$ cat src/rtl/spi_arb_pkg.sv
// Shared types and limits for the SPI client arbiter.
package spi_arb_pkg;

  localparam int NUM_REQ_MIN = 2;
  localparam int NUM_REQ_MAX = 8;

  typedef enum logic [1:0] {
    IDLE,
    ISSUE,
    WAIT_DONE,
    RELEASE
  } arb_state_t;

endpackage

$ cat src/rtl/rr_select.sv
// Combinational round-robin pick: first set request searching upward from
// last_owner+1 with wrap. Shared with the other bus arbiters.
module rr_select #(
  parameter int NUM_REQ = 4,
  parameter int IDX_W   = $clog2(NUM_REQ)
) (
  input  logic [NUM_REQ-1:0] req,
  input  logic [IDX_W-1:0]   last_owner,
  output logic [IDX_W-1:0]   winner,
  output logic               valid
);

  logic [2*NUM_REQ-1:0] req_dbl;
  logic [NUM_REQ-1:0]   rot;
  logic [IDX_W:0]       start;

  // Doubling the vector turns the wrap-around search into a plain shift.
  assign req_dbl = {req, req};
  assign start   = (IDX_W+1)'(last_owner) + (IDX_W+1)'(1);
  assign rot     = NUM_REQ'(req_dbl >> start);

  always_comb begin
    int pos;
    pos    = 0;
    valid  = 1'b0;
    winner = '0;
    for (int k = NUM_REQ - 1; k >= 0; k--) begin
      if (rot[k]) begin
        valid = 1'b1;
        pos   = int'(start) + k;
      end
    end
    if (pos >= NUM_REQ) pos = pos - NUM_REQ;
    winner = IDX_W'(pos);
  end

endmodule

$ cat src/rtl/spi_arbiter.sv
// Round-robin arbiter sharing one spi_controller between NUM_REQ clients.
// Define SPI_ARB_LOCK_EN to lock the grant across multi-byte CS-held bursts.
module spi_arbiter
  import spi_arb_pkg::*;
#(
  parameter int NUM_REQ = 4,
  parameter int IDX_W   = $clog2(NUM_REQ)
) (
  input  logic                    clk,
  input  logic                    rst,
  input  logic [NUM_REQ-1:0]      req,
  input  logic [NUM_REQ-1:0][7:0] req_data,
  input  logic [NUM_REQ-1:0]      req_hold_cs,
  output logic [NUM_REQ-1:0]      gnt,
  output logic [NUM_REQ-1:0]      req_done,
  output logic [7:0]              rx_data,
  output logic                    ctl_start,
  output logic [7:0]              ctl_data_to_send,
  output logic                    ctl_hold_cs,
  input  logic                    ctl_busy,
  input  logic                    ctl_done,
  input  logic [7:0]              ctl_data_received
);

  arb_state_t          state_reg;
  logic [IDX_W-1:0]    owner_reg;
  logic [IDX_W-1:0]    last_owner_reg;
  logic [NUM_REQ-1:0]  gnt_reg;
  logic [NUM_REQ-1:0]  req_done_reg;
  logic [7:0]          rx_reg;
  logic                start_reg;
  logic [IDX_W-1:0]    sel_winner;
  logic                sel_valid;
  logic                lock_burst;

  rr_select #(
    .NUM_REQ (NUM_REQ),
    .IDX_W   (IDX_W)
  ) u_rr_select (
    .req        (req),
    .last_owner (last_owner_reg),
    .winner     (sel_winner),
    .valid      (sel_valid)
  );

`ifdef SPI_ARB_LOCK_EN
  assign lock_burst  = req_hold_cs[owner_reg];
  assign ctl_hold_cs = req_hold_cs[owner_reg] & (|gnt_reg);
`else
  logic unused_hold_cs;
  assign unused_hold_cs = ^req_hold_cs;
  assign lock_burst     = 1'b0;
  assign ctl_hold_cs    = 1'b0;
`endif

  assign ctl_data_to_send = (|gnt_reg) ? req_data[owner_reg] : 8'h00;
  assign gnt              = gnt_reg;
  assign req_done         = req_done_reg;
  assign rx_data          = rx_reg;
  assign ctl_start        = start_reg;

  always_ff @(posedge clk) begin
    if (rst) begin
      state_reg      <= IDLE;
      owner_reg      <= '0;
      last_owner_reg <= IDX_W'(NUM_REQ - 1);
      gnt_reg        <= '0;
      req_done_reg   <= '0;
      rx_reg         <= 8'h00;
      start_reg      <= 1'b0;
    end else begin
      req_done_reg <= '0;
      case (state_reg)
        IDLE: begin
          if (sel_valid && !ctl_busy) begin
            owner_reg <= sel_winner;
            gnt_reg   <= NUM_REQ'(1) << sel_winner;
            start_reg <= 1'b1;
            state_reg <= ISSUE;
          end
        end
        ISSUE: begin
          start_reg <= 1'b0;
          state_reg <= WAIT_DONE;
        end
        WAIT_DONE: begin
          // gnt_reg is the owner's one-hot, so it doubles as the done pulse.
          if (ctl_done) begin
            req_done_reg <= gnt_reg;
            rx_reg       <= ctl_data_received;
            if (!lock_burst) state_reg <= RELEASE;
          end
        end
        RELEASE: begin
          if (!ctl_busy) begin
            gnt_reg        <= '0;
            last_owner_reg <= owner_reg;
            state_reg      <= IDLE;
          end
        end
        default: state_reg <= IDLE;
      endcase
    end
  end

endmodule
$ cat config.mk
export PLATFORM = sky130hd
export DESIGN_NAME = spi_arbiter
export DESIGN_NICKNAME = d
export VERILOG_FILES = /design/src/rtl/spi_arb_pkg.sv /design/src/rtl/rr_select.sv /design/src/rtl/spi_arbiter.sv
export SDC_FILE = /design/constraint.sdc
export NUM_CORES = 1
export LEC_CHECK = 0
export ABC_AREA = 1
export BUFFER_PORTS_ARGS = -buffer_cell sky130_fd_sc_hd__buf_2
export CAP_MARGIN = 5
export CELL_PAD_IN_SITES_DETAIL_PLACEMENT = 2
export CELL_PAD_IN_SITES_GLOBAL_PLACEMENT = 2
export CORE_ASPECT_RATIO = 1.4
export CORE_MARGIN = 4
export CORE_UTILIZATION = 23
export CTS_CLUSTER_DIAMETER = 50
export DETAILED_ROUTE_END_ITERATION = 16
export PLACE_DENSITY = 0.92
export SLEW_MARGIN = 25
export SYNTH_ARGS = -nofsm -noshare
export SYNTH_HDL_FRONTEND = slang
export SYNTH_SLANG_ARGS = --single-unit
$ cat constraint.sdc
create_clock -name clk -period 2.4 [get_ports clk]
set_clock_uncertainty 0.05 [all_clocks]
set_input_delay 0.24 -clock clk [delete_from_list [all_inputs] [get_ports clk]]
set_output_delay 0.24 -clock clk [all_outputs]
set_load 0.005 [all_outputs]
==> reports/qor.txt, run 1 <==
Status -> finished clean
Clock root cell -> clkbuf_8
Synthesized area -> 1530 µm²
RSZ-0062 raised after global routing -> no
CP Class -> reg2out
Pwr/cell area -> 897 nW/µm²
Finished Cell Area -> 2000 µm²
Htree depth -> 1
Syn Area/Cell -> 6.26 µm²
Setup Fix Bufs, Post-CTS -> 0
Post-CTS Resized -> 0
Crit path cell chain -> clkinv_1, nor2_1, o21ai_0, a21oi_1, buf_2
Clock Tree Buf Depth -> 2
First-pass GRT wire length -> 8910 µm
Hold Crit Class -> in2reg
RD Place Congestion -> 0.737
Synth area leaders -> dfxtp_1, nor2_1, nand2_1
Row Count -> 34
Design Power -> 1.79 mW
IO Pins -> 78
Synth Flop Type -> dfxtp_1
Sequential share of the synthesized area -> 30.2%
Ys async rst share -> 0%
Initial Utilization -> 24.1%
Layout cell share with drive strength beyond 1 -> 32.7%
1st-iter DRT viols -> 14
Leakage -> 1.07 nW
Avg WL per Cell -> 13.8 µm
Critical path arrival -> 1.75 ns
Startpoint Class -> flip-flop
Maxcap violations -> 0
Final cell count without fillers -> 387
Initial antenna violation count -> 0
CTS tree -> yes
Critical Path RT -> 2.11 ns
Area leader, netlist -> dfxtp_1
Sequential cell fraction of total power -> 30.3%
Worst path slowest cell -> dfxtp_1
Switch Pwr -> 807 µW
Post-layout nets -> 373
Die Ht -> 104 µm
#FFs+latches synth -> 23
Critical Path Fanout Max -> 10
Yosys cell types -> 28
GRT Resource Usage Total -> 13.3%
Min Tclk post-route -> 2.04 ns
DR DRC count -> 0
P&R area growth vs syn -> 30.8%
Die area -> 8020 µm²
Yosys warnings -> 0
CTS buffer count -> 3
Final hold violations -> 0
Crit-path max cell delay -> 0.54 ns
Antenna Violating Nets Remaining -> 0
Clk slew on worst S/H paths -> 0.09 ns
Max IR drop VDD -> 0.000345 V
Commonest cells post-synth -> nor2_1, nand2_1, o21ai_0
Most common cell in the netlist -> nor2_1
Routed vias -> 1818
Dpl cells -> 383
CP Capture Type -> output port
Die span in x -> 76.9 µm
Tcrit/Tclk final -> 85.2%
Placed cell area -> 1950 µm²
Post-synth EDFFs -> 0
Final Util -> 31.5%
I/O Buffers -> 72
Cells after Synth -> 244
Largest register FFs -> 8
Pins over their slew limit -> 0
Core ar. -> 6340 µm²
Vias in the first global route -> 1942
Vias per cell -> 4.70
Diode count -> 0
Dpl hpwl -> 4330 µm
Pint -> 984 µW
Final setup fails -> 0
Sw Share -> 45.1%
Setup TNS -> 0 ns
Gate power share -> 55.9%
Iteration count of the initial detailed-routing pass -> 4
Clk pwr share -> 13.8%
Num Clock Sinks -> 23
DRT Wirelength -> 5330 µm
Syn nets -> 301
Worst skew pair latency -> 0.27 ns
Yosys top cell area share -> 30.2%
Max Freq -> 489 MHz
Largest net degree at the start of global routing -> 20
Post-cts hold buffer count -> 0
Total overflow reported by the global router -> 0
[path summary, 6_finish.rpt]
kind / cells after the start / end / slack [ns] / from
max reg2reg: 6 / req_done[2] / 0.71 / state_reg[0]
min: 3 / rx_data[0] / 0.17 / ctl_data_received[0]
max: 5 / ctl_data_to_send[7] / 0.36 / owner_reg[1]
min reg2reg: 2 / req_done[0] / 0.43 / gnt[0]
[cell usage in the layout, fill, tap and decap left out, drive strengths merged]
| cell type | count |
|---|---|
| clkinv | 3 |
| conb | 1 |
| nor2 | 67 |
| inv | 23 |
| nor4 | 1 |
| o211ai | 2 |
| o21ai | 33 |
| nand3 | 14 |
| a21oi | 15 |
| dfxtp | 23 |
| or2 | 2 |
| nand2 | 47 |
| xnor2 | 1 |
| clkbuf | 3 |
| ha | 5 |
| buf | 75 |
[logic make-up (layout without fill, tap and decap cells)]
logic type               Yosys count  count (layout)  synth area share, %
buffers and inverters             33             104                 9.51
AND/OR/NAND/NOR                  131             131                 37.5
other                              1               1                0.246
XOR/XNOR                           1               1                0.574
flip-flops                        23              23                 30.2
AO/OA/AOI/OAI                     50              50                 18.0
adder cells (fa/ha/maj)            5               5                 4.10
[per-layer routing]
| metal | track usage [%] | vias to the layer above | wire, µm |
|---|---|---|---|
| li1 | - | 910 | - |
| met3 | 2.25 | 5 | 290 |
| met4 | 2.33 | 0 | 44 |
| met2 | 26.7 | 59 | 2800 |
| met5 | 0 | - | 0 |
| met1 | 14.1 | 844 | 2200 |
[cell type report]
class                           count  area [µm²]
Clock buffer                        3        41.3
Timing Repair Buffer               75         383
Multi-Input combinational cell    188         921
Clock inverter                      1        5.00
Inverter                           25        96.3
Sequential cell                    23         460
Tap cell                           72        90.1
Fill cell                         795        4340
[per-stage QoR]
stage	hold WS, ns	worst slack, ns
2_1_floorplan	0.346	0.959
3_3_place_gp	0.418	0.677
3_5_place_dp	0.422	0.588
4_1_cts	0.170	0.275
5_1_grt	0.181	0.146
6_report	0.169	0.355
[power groups by stage]
stage	clock network, mW	logic, mW	registers (mW)
after detailed placement	0	1.02	0.553
after CTS	0.258	1.03	0.546
after global routing	0.276	1.14	0.558
after floorplan	0	0.663	0.530
final	0.248	1.00	0.543
after global placement	0	0.957	0.551
[worst max-delay path: cells and delay by family (launching register included)]
family / cells / cell delay [ns]
DFF: 1 / 0.54
AOI/OAI and AO/OA: 2 / 0.28
and+or+nand+nor: 1 / 0.20
buffers and inverters: 2 / 0.47
Power figures use the tool's default switching activity.
==> run 2: changes to the inputs <==
Settings changed: CELL_PAD_IN_SITES_DETAIL_PLACEMENT 2 to not set, CELL_PAD_IN_SITES_GLOBAL_PLACEMENT 2 to not set, CORE_UTILIZATION 23 to 28, PLACE_DENSITY 0.92 to 0.63.
==> run 2 against run 1 <==
Net effect:
- via count fell by 6.4%
- die area is 16% lower
- largest cell class unchanged
- combinational power fell by 5%
- clock power fell by 4%
- global-route usage decreased by 1.2 points
- first-iteration DRC count increased by 110%
- total power down 3.6%
- utilization grew 6.5 points
- flip-flop and latch count is the same
- worst hold slack gained 0.0057 ns
==> reports/qor.txt, run 2 (same netlist as run 1, synthesis figures left out) <==
Setup TNS -> 0 ns
Most frequent cells in the layout -> buf_2, nor2_1, nand2_1
Critical path arrival -> 1.70 ns
Htree depth -> 1
M1 WL -> 1640 µm
Leakage -> 1.07 nW
Initial antenna violation count -> 0
Fillers -> 578
RR Startpoint -> state_reg[0]
Max IR drop VDD -> 0.000448 V
CP Class -> reg2out
Status -> finished clean
RSZ-0062 raised after global routing -> no
Largest register FFs -> 8
Setup Fix Bufs, Post-CTS -> 0
Initial Utilization -> 29.2%
Maxcap violations -> 0
Worst skew pair latency -> 0.26 ns
Source of the critical timing path -> owner_reg[1]
P&R area growth vs syn -> 30.3%
1st-iter DRT viols -> 29
Die span in x -> 70.4 µm
Commonest non-fill, non-tap cell in the layout -> buf_2
Max Freq -> 503 MHz
WL met2 -> 1920 µm
Clock root cell -> clkbuf_8
Pwr/cell area -> 868 nW/µm²
Clk slew on worst S/H paths -> 0.08 ns
Num Clock Sinks -> 23
First-pass GRT wire length -> 6850 µm
Critical Path RT -> 2.11 ns
Routed vias -> 1702
Design Power -> 1.73 mW
Final hold violations -> 0
Dpl hpwl -> 3190 µm
Layout cell share with drive strength beyond 1 -> 32.7%
Row Count -> 31
Core ar. -> 5240 µm²
CTS tree -> yes
IO Pins -> 78
DRT Wirelength -> 3980 µm
Pins over their slew limit -> 0
Cell family with most CP delay -> flip-flops
CP bufs+invs -> 2
Worst path slowest cell -> dfxtp_1
Startpoint Class -> flip-flop
Hold Crit Class -> in2reg
Vias in the first global route -> 1631
Post-cts hold buffer count -> 0
Total overflow reported by the global router -> 0
RD Place Congestion -> 0.799
Post-CTS Resized -> 0
Diode count -> 0
Min Tclk post-route -> 1.99 ns
Crit path cell chain -> clkinv_1, nor2_1, o21ai_0, a21oi_1, buf_2
Critical Path Fanout Max -> 10
Highest metal used -> met3
Crit-path max cell delay -> 0.56 ns
GRT Resource Usage Total -> 12.0%
Met3 WL -> 413 µm
Vias per cell -> 4.47
Tcrit/Tclk final -> 82.9%
CP Capture Type -> output port
I/O Buffers -> 72
Post-layout nets -> 373
Die Ht -> 95.4 µm
Min-Delay Startpoint -> ctl_data_received[0]
Largest net degree at the start of global routing -> 20
Die area -> 6710 µm²
Avg WL per Cell -> 10.4 µm
Clock Tree Buf Depth -> 2
Final setup fails -> 0
CTS buffer count -> 3
Iteration count of the initial detailed-routing pass -> 4
Antenna Violating Nets Remaining -> 0
DR DRC count -> 0
-- run 2: cell counts in the layout (fill, tap and decap cells not counted) --
Identical to the previous run, type by type.
-- run 2: report_power, final --
part	total [mW]	switching [mW]	internal [mW]
logic	0.946	0.551	0.395
clock network	0.239	0.124	0.116
registers	0.541	0.0714	0.470
-- run 2: worst paths after layout --
path              cells past startpoint  slack [ns]                   to
setup reg to reg                      6        0.75          req_done[2]
setup / recovery                      5        0.41  ctl_data_to_send[7]
hold / removal                        3        0.18           rx_data[0]
hold reg to reg                       2        0.42          req_done[2]
-- run 2: worst reg2reg max path, cell delays in order, from the launching register on --
cell and delay [ns]:
dfxtp_1 0.36, inv_1 0.10, ha_1 0.23, nand2_1 0.22, clkinv_1 0.30, nand2_1 0.23, nor2_1 0.06
-- run 2: metal layers --
metal	GRT usage, %	up-vias
met2	22.6	61
met1	14.2	730
li1	-	911
met3	2.85	0
met4	1.44	0
met5	0	-
-- run 2: stage by stage --
| step | util [%] | instance area [µm²] | hold WS, ns | setup WS, ns | instances |
|---|---|---|---|---|---|
| finish | 38.0 | 1990 | 0.175 | 0.411 | 381 |
| global route | 38.0 | 1990 | 0.209 | 0.103 | 381 |
| CTS | 38.0 | 1990 | 0.175 | 0.362 | 381 |
| detailed placement | 37.1 | 1940 | 0.411 | 0.666 | 377 |
| global placement | 37.1 | 1940 | 0.410 | 0.672 | 377 |
| floorplan | - | 1530 | 0.346 | 0.959 | 244 |
-- run 2: cell type report --
type	count	area, µm²	area share [%]
inverter	25	96.3	4.84
sequential	23	460	23.1
multi-input combinational	188	921	46.3
clock inverter	1	5.00	0.252
timing repair buffer	75	383	19.2
tap	66	82.6	4.15
clock buffer	3	41.3	2.08
==> run 3: changes to the inputs <==
Settings changed: ABC_AREA 1 to 0, PLACE_DENSITY 0.63 to 0.67.
Clock period 2.4 ns to 1.7 ns, I/O delays scaled along.
==> run 3 against run 2 <==
Net effect:
- the run now ends with negative setup slack left
- highest routed layer is now met4
- first-iteration DRC count shrank 10%
- clock-buffer cell count unchanged
- utilization grew 2.2 points
- synthesized cell count shrank 43%
- worst hold slack worse by 0.074 ns
==> reports/qor.txt, run 3 <==
Status -> complete, but fails checks
Failing checks -> negative setup slack
Final Util -> 40.1%
Most common cell in the netlist -> dfxtp_1
CP Capture Type -> output port
Post-cts hold buffer count -> 0
Mux cell area share after synthesis -> 15.1%
Synth Flop Type -> dfxtp_1
Tcrit/Tclk final -> 102%
Synthesized area -> 1330 µm²
Diode count -> 0
WHS -> 0.101 ns
Die Ht -> 89.4 µm
CP Capture Point -> ctl_data_to_send[5]
Synth area leaders -> dfxtp_1, mux4_2, ha_1
Maxcap violations -> 0
Worst skew pair latency -> 0.26 ns
Iteration count of the initial detailed-routing pass -> 4
Min Tclk post-route -> 1.73 ns
Final hold violations -> 0
Yosys cell types -> 35
RR Startpoint -> state_reg[0]
Final cell count without fillers -> 274
Synth Area in XOR/XNOR -> 0%
Post-layout nets -> 270
Pwr/cell area -> 1080 nW/µm²
Largest family of logic cells by synthesized area -> simple AND/OR/NAND/NOR gates
Syn nets -> 197
Row Count -> 29
CTS buffer count -> 3
Routed vias -> 1263
Total overflow reported by the global router -> 0
R2R cell count -> 5
Area leader, netlist -> dfxtp_1
Post-synth EDFFs -> 0
First-pass GRT wire length -> 5170 µm
DRT Wirelength -> 3280 µm
Final setup fails -> 7
Initial antenna violation count -> 0
Most frequent cells in the layout -> buf_2, dfxtp_1, a21oi_1
Num Clock Sinks -> 23
DR DRC count -> 0
Leakage -> 0.836 nW
Design Power -> 1.98 mW
Worst r2r dst -> gnt[0]
GRT Resource Usage Total -> 10.9%
Post-Synth Adder-Cell Area -> 4.72%
Hold Crit Class -> in2reg
IO Pins -> 78
Dpl cells -> 269
Syn Area/Cell -> 9.46 µm²
Yosys top cell area share -> 34.7%
R2R Setup Slk -> 0.12 ns
Critical Path Fanout Max -> 8
CTS tree -> yes
Ys async rst share -> 0%
Largest register FFs -> 8
Critical Path RT -> 1.48 ns
Compound-Gate Fraction of Synth Area -> 16.7%
CP Class -> reg2out
Fillers -> 466
Grt met1 use -> 10.4%
Core ar. -> 4570 µm²
Commonest cells post-synth -> dfxtp_1, a21oi_1, nand2_1
Max IR drop VDD -> 0.000337 V
Clock root cell -> clkbuf_8
Largest net degree at the start of global routing -> 28
Clock Tree Buf Depth -> 2
Critical path arrival -> 1.51 ns
1st-iter DRT viols -> 26
Source of the critical timing path -> owner_reg[0]
RSZ-0062 raised after global routing -> yes
I/O Buffers -> 72
Layout cell share with drive strength beyond 1 -> 46.2%
Min-Delay Startpoint -> ctl_data_received[3]
Vias per cell -> 4.61
P&R area growth vs syn -> 38.5%
Cells after Synth -> 140
Initial Utilization -> 29.0%
Met3 Resource Use GR -> 2.77%
Vias in the first global route -> 1224
Die span in x -> 66.1 µm
#FFs+latches synth -> 23
Setup TNS -> -0.132 ns
RD Place Congestion -> 0.671
Commonest non-fill, non-tap cell in the layout -> buf_2
Post-Synth Simple-Gate Area -> 23.7%
Pins over their slew limit -> 0
Die area -> 5910 µm²
Max Freq -> 578 MHz
Sequential share of the synthesized area -> 34.7%
Antenna Violating Nets Remaining -> 0
GR Util met2 -> 22.0%
Dpl hpwl -> 2630 µm
Htree depth -> 1
Clk slew on worst S/H paths -> 0.08 ns
Yosys warnings -> 0
Most used routing layer -> met2
Final Worst Setup Slack -> -0.0304 ns
Startpoint Class -> flip-flop
Avg WL per Cell -> 12.0 µm
-- run 3: what timing repair did --
action / CTS / global route
endpoints found under the setup margin: 8 / 12
gates resized for setup: 1 / 4
buffers inserted: 1 / 0
cloned: 0 / 0
-- run 3: through the flow --
stage	area (µm²)	setup WS, ns
after floorplan	1330	0.186
after global placement	1770	0.119
after detailed placement	1770	0.0649
after CTS	1820	-0.0449
after global routing	1840	-0.0937
final	1840	-0.0304
-- run 3: worst min path at each step --
| stage | to | slack [ns] | cells past startpoint |
|---|---|---|---|
| 5_1_grt | rx_data[7] | 0.11 | 3 |
| 2_1_floorplan | rx_data[0] | 0.27 | 2 |
| 3_3_place_gp | rx_data[3] | 0.38 | 3 |
| 3_5_place_dp | rx_data[3] | 0.38 | 3 |
| 6_report | rx_data[3] | 0.10 | 3 |
| 4_1_cts | rx_data[3] | 0.1 | 3 |
-- run 3: routing by layer --
metal	vias to the layer above	part of all wire, %
met5	-	0
met2	48	53
met4	0	1.2
met1	561	35
met3	2	11
li1	652	-
-- run 3: critical path, stage by stage, from the launching register on --
cell	delay [ns]
dfxtp_2	0.36
buf_12	0.14
mux4_2	0.48
and2b_1	0.16
buf_2	0.12
-- run 3: cell families (layout without fill, tap and decap cells) --
group,after synthesis,in the layout
DFF,23,23
muxes,10,10
and+or+nand+nor,54,54
AOI/OAI and AO/OA,32,32
other,1,1
adders and majority gates,5,5
buffers and inverters,15,87
-- run 3: report_power, final --
part / switching (mW) / internal (mW)
registers: 0.0745 / 0.624
clock network: 0.173 / 0.163
logic: 0.434 / 0.510
total: 0.682 / 1.30
-- run 3: area by class of cell --
type | instances | area, µm² | share of cell area, %
multi-input combinational | 102 | 817 | 44.5
sequential | 23 | 462 | 25.2
timing repair buffer | 77 | 410 | 22.4
tap | 62 | 77.6 | 4.23
clock buffer | 3 | 41.3 | 2.25
inverter | 6 | 22.5 | 1.23
clock inverter | 1 | 5.00 | 0.273
